--- src/rtl/lsq_id_alloc_ctrl_pkg.sv ---
// rtl/lsq_id_alloc_ctrl_pkg.sv - shared widths and FSM encoding for the LSQ free-ID controller
package lsq_id_alloc_ctrl_pkg;

  // Default geometry of the LSQ free-ID queue
  localparam int LSQ_IDW    = 4;
  localparam int LSQ_QDEPTH = 4;
  localparam int LSQ_CW     = $clog2(LSQ_QDEPTH + 1);

  // Sequencer states; encoding is shared with the queue-side tooling
  typedef enum logic [1:0] {
    ST_IDLE   = 2'd0,
    ST_FLUSH  = 2'd1,
    ST_SETTLE = 2'd2
  } lsq_state_e;

endpackage

--- src/rtl/lsq_rr_arb2.sv ---
// rtl/lsq_rr_arb2.sv - two-way round-robin arbiter with registered priority pointer
module lsq_rr_arb2
  import lsq_id_alloc_ctrl_pkg::*;
(
  input  logic       clk,
  input  logic       rst_n,
  input  logic [1:0] req,
  input  logic       en,
  output logic [1:0] gnt
);

  // ptr names the lane that wins the next contested cycle
  logic ptr;

  // Grant selection: uncontested lanes win outright, contests go to ptr
  always_comb begin
    gnt = 2'b00;
    if (en) begin
      case (req)
        2'b01:   gnt = 2'b01;
        2'b10:   gnt = 2'b10;
        2'b11:   gnt = ptr ? 2'b10 : 2'b01;
        default: gnt = 2'b00;
      endcase
    end
  end

  // After a contest the pointer moves to the losing lane; uncontested grants leave it alone
  always_ff @(posedge clk or negedge rst_n) begin
    if (!rst_n) begin
      ptr <= 1'b0;
    end else if (en && (req == 2'b11)) begin
      ptr <= ~ptr;
    end
  end

endmodule

--- src/rtl/lsq_id_alloc_ctrl.sv ---
// rtl/lsq_id_alloc_ctrl.sv - LSQ free-ID queue sequencer: allocation arbitration, ID return, flush
module lsq_id_alloc_ctrl
  import lsq_id_alloc_ctrl_pkg::*;
#(
  parameter int IDW    = LSQ_IDW,
  parameter int QDEPTH = LSQ_QDEPTH,
  parameter int CW     = LSQ_CW
) (
  input  logic           clk,
  input  logic           rst_n,
  input  logic           alloc_req0,
  input  logic           alloc_req1,
  output logic           alloc_gnt0,
  output logic           alloc_gnt1,
  output logic [IDW-1:0] alloc_id,
  input  logic           rel_valid,
  input  logic [IDW-1:0] rel_id,
  output logic           rel_ready,
  input  logic           cncl_valid,
  input  logic [IDW-1:0] cncl_id,
  output logic           cncl_ready,
  input  logic           flush_req,
  output logic           flush_busy,
  output logic           criq_rable,
  input  logic [IDW-1:0] criq_pre_out,
  output logic           criq_wable,
  output logic [IDW-1:0] criq_din,
  output logic           criq_clean,
  input  logic           criq_empty,
  input  logic           criq_full,
  output logic [CW-1:0]  in_flight,
  output logic           err_flag
);

  localparam logic [CW-1:0] CNT_MAX = CW'(QDEPTH);

  lsq_state_e state, state_nxt;
  logic       serve;
  logic [1:0] gnt;
  logic       grant;
  logic       dbl_free;

  // Requests, returns and pops are only honoured in IDLE when no flush arrives this cycle
  assign serve = (state == ST_IDLE) && !flush_req;

  lsq_rr_arb2 u_arb (
    .clk   (clk),
    .rst_n (rst_n),
    .req   ({alloc_req1, alloc_req0}),
    .en    (serve && !criq_empty),
    .gnt   (gnt)
  );

  assign alloc_gnt0 = gnt[0];
  assign alloc_gnt1 = gnt[1];
  assign grant      = |gnt;
  assign criq_rable = grant;
  // The queue head is combinational, so the ID is forwarded in the grant cycle
  assign alloc_id   = grant ? criq_pre_out : '0;
  assign flush_busy = (state != ST_IDLE);

  // State register
  always_ff @(posedge clk or negedge rst_n) begin
    if (!rst_n) begin
      state <= ST_IDLE;
    end else begin
      state <= state_nxt;
    end
  end

  // Next-state and clean pulse; a new flush request restarts the sequence from FLUSH
  always_comb begin
    state_nxt  = state;
    criq_clean = 1'b0;
    case (state)
      ST_IDLE: begin
        if (flush_req) state_nxt = ST_FLUSH;
      end
      ST_FLUSH: begin
        criq_clean = 1'b1;
        state_nxt  = flush_req ? ST_FLUSH : ST_SETTLE;
      end
      ST_SETTLE: begin
        state_nxt = flush_req ? ST_FLUSH : ST_IDLE;
      end
      default: begin
        state_nxt = ST_IDLE;
      end
    endcase
  end

  // Single write port: commit release beats speculative cancel; a full queue means a double free
  always_comb begin
    criq_wable = 1'b0;
    criq_din   = '0;
    rel_ready  = 1'b0;
    cncl_ready = 1'b0;
    dbl_free   = 1'b0;
    if (serve) begin
      if (criq_full) begin
        dbl_free = rel_valid || cncl_valid;
      end else if (rel_valid) begin
        criq_wable = 1'b1;
        criq_din   = rel_id;
        rel_ready  = 1'b1;
      end else if (cncl_valid) begin
        criq_wable = 1'b1;
        criq_din   = cncl_id;
        cncl_ready = 1'b1;
      end
    end
  end

  // Outstanding-ID counter with saturating bounds; any accounting violation is sticky
  always_ff @(posedge clk or negedge rst_n) begin
    if (!rst_n) begin
      in_flight <= '0;
      err_flag  <= 1'b0;
    end else begin
      if (dbl_free) err_flag <= 1'b1;
      if (state == ST_FLUSH) begin
        in_flight <= '0;
      end else if (grant && !criq_wable) begin
        if (in_flight == CNT_MAX) err_flag <= 1'b1;
        else                      in_flight <= in_flight + CW'(1);
      end else if (criq_wable && !grant) begin
        if (in_flight == '0) err_flag <= 1'b1;
        else                 in_flight <= in_flight - CW'(1);
      end
    end
  end

endmodule
--- config.mk ---
export PLATFORM = sky130hd
export DESIGN_NAME = lsq_id_alloc_ctrl
export DESIGN_NICKNAME = d
export VERILOG_FILES = /design/src/rtl/lsq_id_alloc_ctrl_pkg.sv /design/src/rtl/lsq_rr_arb2.sv /design/src/rtl/lsq_id_alloc_ctrl.sv
export SDC_FILE = /design/constraint.sdc
export NUM_CORES = 1
export LEC_CHECK = 0
export ABC_AREA = 1
export BUFFER_PORTS_ARGS = -buffer_cell sky130_fd_sc_hd__buf_4
export CORE_AREA = 2 2 43 45
export CTS_CLUSTER_DIAMETER = 30
export DETAILED_ROUTE_END_ITERATION = 10
export DIE_AREA = 0 0 45 47
export PLACE_DENSITY_LB_ADDON = 0.05
export SLEW_MARGIN = 5
export SYNTH_ARGS = -nofsm -noshare
export SYNTH_HDL_FRONTEND = slang
export SYNTH_SLANG_ARGS = --single-unit
export TNS_END_PERCENT = 30
--- constraint.sdc ---
create_clock -name clk -period 2.7 [get_ports clk]
set_input_delay 0.135 -clock clk [delete_from_list [all_inputs] [get_ports clk]]
set_output_delay 0.135 -clock clk [all_outputs]
set_load 0.005 [all_outputs]
======== After elaboration in Yosys (flattened, before gate mapping) ========
Cells that the tools add are included.
word-level totals
  flip-flop bits (word level) ............. 7
  input bits .............................. 21
  output and inout port bits .............. 20
operators by class
  add/subtract/negate cells ............... 2
  eq/ne operators ......................... 9
  muxes and demuxes ....................... 36
  bitwise logic cells ..................... 1
  reduce and logical (&&, ||, !) cells .... 16
operators with widths
  cell                                                  number
  2-to-1 mux 1 bit                                      20
  2-to-1 mux 4 bit                                      5
  2-to-1 mux 3 bit                                      5
  case mux 2 bit (3 select lines)                       2
  2-to-1 mux 2 bit                                      4
  equality test 2 bit (second input constant)           3
  != test 3 bit (second input constant)                 2
  logical AND 1 bit                                     5
  equality test 2 x 1 -> 1 bit (second input constant)  2
  logical NOT 1 bit                                     4
  adder 3 x 1 -> 3 bit (second input constant)          1
  equality test 3 bit (second input constant)           1
  logical NOT 3 bit                                     1
  AND reduction 3 bit                                   1
  nonzero test 3 bit                                    1
  subtractor 3 x 1 -> 3 bit (second input constant)     1
  logical NOT 2 bit                                     1
  != test 2 bit (second input constant)                 1
  nonzero test 2 bit                                    1
  OR reduction 2 bit                                    1
  logical OR 1 bit                                      1
  NOT 1 bit                                             1

======== Depth between registers and ports, before layout ========
  word-level depth ........................ 10
  mapped depth ............................ 11
  mapped depth without buffers ............ 11

======== Cells and area by module ========
From an unflattened synthesis, not the netlist that was laid out.
unflattened totals
  cell total of the unflattened synthesis .. 88
  area total of the unflattened synthesis .. 635.6 um^2
by module, submodules not included
  module             times used  cells an instance  area an instance (um^2)  sequential area each (um^2)
  lsq_id_alloc_ctrl  1           78                 570.5                    150.1
  lsq_rr_arb2        1           10                 65.1                     25.0

======== Least setup slack after synthesis ========
No wires, ideal clock.
  path kind ............................... register to register
  start point ............................. register state[0]
  end point ............................... register in_flight[2]
  library setup time ...................... 0.065 ns
  arrival time ............................ 1.576 ns
  data required time ...................... 2.635 ns
  setup slack ............................. 1.059 ns
  cell stages (with the launch flop) ...... 10
  path buffers ............................ 0
  path through ............................ dfrtp_1 > nor2_4 > nand2_2 > nor3_4 > nor2_4 > fa_1 > nand3b_1 > nand2_1 > nand2_1 > nand2_1
RTL lines
  element                                                                   line                      text
  start: declaration                                                        lsq_id_alloc_ctrl.sv:37   lsq_state_e state, state_nxt;
  start signal: assignment                                                  lsq_id_alloc_ctrl.sv:67   state <= state_nxt;
  logical NOT 2 bit *                                                       lsq_id_alloc_ctrl.sv:44   assign serve = (state == ST_IDLE) && !flush_req;
  logical AND 1 bit *                                                       lsq_id_alloc_ctrl.sv:44
  2-to-1 mux 1 bit *                                                        lsq_id_alloc_ctrl.sv:99   if (serve) begin
  net criq_wable                                                            lsq_id_alloc_ctrl.sv:26   output logic criq_wable,
  logical NOT 1 bit                                                         lsq_id_alloc_ctrl.sv:123  end else if (grant && !criq_wable) begin
  logical AND 1 bit                                                         lsq_id_alloc_ctrl.sv:123
  != test 3 bit (no line) (tied with other cells)                           n/a
  AND reduction 3 bit (no line) / 2-to-1 mux 3 bit (equally long branches)  n/a
  end signal: assignment                                                    lsq_id_alloc_ctrl.sv:125  else in_flight <= in_flight + CW'(1);
  end signal: assignment                                                    lsq_id_alloc_ctrl.sv:128  else in_flight <= in_flight - CW'(1);
  end: declaration                                                          lsq_id_alloc_ctrl.sv:31   output logic [CW-1:0] in_flight,
The timed path passes the listed nets; every way through them passes the cells marked *.
A chain may end at the register's enable or synchronous reset.

======== Worst setup path after layout ========
  start point ............................. register state[0]
  end point ............................... output port criq_din[2]
between the ends
  cells in the longest elaborated chain, start to end .. 3
ends and longest elaborated chain
  element            line                     text
  logical NOT 2 bit  lsq_id_alloc_ctrl.sv:44
  logical AND 1 bit  lsq_id_alloc_ctrl.sv:44
  2-to-1 mux 4 bit   lsq_id_alloc_ctrl.sv:99
  end: declaration   lsq_id_alloc_ctrl.sv:27  output logic [IDW-1:0] criq_din,
No other way between the ends.

==> results.cfg <==
[cts]
root_buffer = clkbuf_4
cts_tree = yes
cts_setup_buffers = 0
clk_latency_ns = 0.25
numClockSinks = 7
cts.htree.levels = 1
cts_buffer_depth = 2
cts.repair.resized = 0
cts_buffers = 3
clkTransAtPathRegs_ns = 0.05
postCtsHoldBufs = 1

[job]
cap_violations = 0

[critical_path]
r2r_start = state[0]$_DFFE_PN0P_
cp-startpoint = state[0]$_DFFE_PN0P_
path_cells = nor2_4, nand2_2, nor2_1, inv_1, nor2_1, a22o_1, buf_4
cp.required_ns = 2.57
r2r_slack_ns = 0.98
r2r_cells = 9
cp_common_cell = nor2_1
critPathCaptureType = output port
cp.arrival_ns = 1.71
slowest_stage = dfrtp_1
endpoint = criq_din[2]
worstSetupPathType = flip-flop to output port
slowest_delay_ns = 0.42
startpoint_type = flip-flop
r2r-end = in_flight[2]$_DFFE_PN0P_
critPathMaxFanout = 5

[global_route]
grt.met2_usage_pct = 26.00
grt_pass1_wl_um = 2470
busiest_layer = met2
grt_pass1_vias = 586
use_met1_pct = 19.76
grtUsageTotal_pct = 16.06
antenna_found_initial = 0
met3_usage_pct = 3.846
grt_max_degree = 8
grt-ovfl-total = 0

[drt]
avgViaCountPerCell = 4.740
wl_per_cell_um = 10.41
drtIter0Drc = 11
drt_pass1_iterations = 4
drc = 0
totalWireLength_um = 1561
via_count = 711
ant_nets = 0

[power]
cellPowerDensity_nw_per_um2 = 527.1
power.internal_mw = 0.3158
p_sw_share_pct = 39.55
power.net_switching_mw = 0.2066
seqPwrFrac_pct = 33.1
leakage_nw = 0.5515
ir_drop_mv = 0.3431
total_power_mw = 0.5223
pwr-share-comb_pct = 49.0
clockPowerShare_pct = 17.9

[sta]
rsz0062_at_grt = no
max_freq_ghz = 0.5429
slew_headroom_pct = 76.83
maxSlewViolCount = 0
tns_ns = 0
fin_crit_sh_pct = 68.22
final-setup-viol-count = 0
fin_ws_ns = 0.8581
min_period_ns = 1.842
whs_ns = 0.04405
clock_skew_ns = 0.004670
tightest_slew_ns = 0.3475
hold_viol_final = 0

[cells_and_area]
synthToLayoutAreaGrowth_pct = 56.52
antenna_cells = 0
multi_input_area_um2 = 375.4
final_cells = 150
final_area_um2 = 991.0
nFillCells = 161
nNetsFinal = 156
drive_gt1_share_pct = 45.11
fin_util_pct = 60.00
seqCellArea_um2 = 175.2

[die]
initial_core_util_pct = 38.33
fp-row-count = 15
core_area_um2 = 1652
ioPinCount = 41
die_h_um = 47
fp.dieArea_um2 = 2115
die_w_um = 45

[place]
dpl.cell_count = 145
portBuffers = 40
hpwl_um = 1340
dpl-instance-area_um2 = 954.7
dp_slack_ns = 0.9919
gp_congestion = 0.8310

[synth]
ys_warn_count = 0
synth_top_area_share_pct = 27.67
yosysUniqueCellTypes = 24
synth_nets = 110
syn_area_um2 = 633.1
seq_area_frac_synth_pct = 27.67
netlist_instances = 88
synth_largest_area_cell = dfrtp_1
syn-mean-instance-area_um2 = 7.194
yosys_register_bits = 7
synth_area_leaders = dfrtp_1, inv_1, nand2_1

[run_status]
outcome = completed

[worst_hold_path]
hold_path.class = input port to flip-flop
cells in the final DEF, fill, tap and decap left out:
cell	count
nor2_1	11
nor2_4	2
inv_2	1
o21ai_1	1
dfrtp_1	7
a22o_1	4
nor3_4	1
nor3_2	1
nand2_2	4
nand3_4	1
nand3_2	3
nor3_1	3
buf_4	40
o21ai_2	1
a41oi_1	1
o21ai_0	1
a21oi_2	2
xor2_1	1
clkbuf_1	1
inv_1	21
clkbuf_4	3
nand3_1	2
fa_1	1
nand2_1	16
a21oi_1	1
dlygate4sd3_1	1
nor2_2	1
nand3b_1	1
cells in the mapped netlist:
cell      instances
a22o_1            4
nand3_2           3
a21oi_1           1
nand3b_1          1
dfrtp_1           7
fa_1              1
nand2_1          16
nor2_2            1
nor3_2            1
nand3_1           2
nand2_2           4
a41oi_1           1
inv_1            21
inv_2             1
nor2_4            2
a21oi_2           2
o21ai_1           1
xor2_1            1
nor3_1            3
o21ai_0           1
nand3_4           1
o21ai_2           1
nor3_4            1
nor2_1           11
worst max-delay path: cells and delay by family (launching register included):
family	cells	cell delay (ns)
buffers and inverters	2	0.19
AOI/OAI and AO/OA	1	0.20
DFF	1	0.42
and+or+nand+nor	4	0.66
worst min-delay path by stage:
stage / depth (start not counted) / from / end
global placement: 1 / rst_n / in_flight[1]$_DFFE_PN0P_
floorplan: 0 / rst_n / err_flag$_DFF_PN0_
CTS: 2 / flush_req / state[1]$_DFFE_PN0P_
finish: 2 / flush_req / state[1]$_DFFE_PN0P_
detailed placement: 1 / rst_n / in_flight[1]$_DFFE_PN0P_
global route: 2 / flush_req / state[1]$_DFFE_PN0P_
layer usage:
metal	vias to the layer above	part of all wire (%)
met1	305	41
met5	-	0
met2	39	44
li1	365	-
met4	0	0.64
met3	2	13
kinds of logic after synthesis:
kind of cell / share of synthesized area, %
compound gates: 13.44
fa+ha+maj: 3.162
flops: 27.67
buf+inv: 13.04
simple gates: 41.31
xor+xnor: 1.384
sequential cells by signal, indices dropped and copies added, names as in the netlist:
signal,cells
in_flight,3
state,2
err_flag,1
u_arb.ptr,1
area by class of cell:
| cell class | count | area share, % |
|---|---|---|
| clock buffers | 4 | 2.652 |
| flip-flops and latches | 7 | 17.68 |
| repair buffers | 41 | 31.31 |
| well taps | 17 | 2.146 |
| multi-input cells | 59 | 37.88 |
| inverters | 22 | 8.333 |
power by group through the flow:
stage               sequential [mW]  combinational (mW)  clock [mW]
floorplan                     0.168               0.158           0
global placement              0.173               0.254           0
detailed placement            0.173               0.256           0
CTS                           0.172               0.259      0.0973
global route                  0.177               0.294       0.106
finish                        0.173               0.256      0.0933
(Power assumes the default switching activity.)
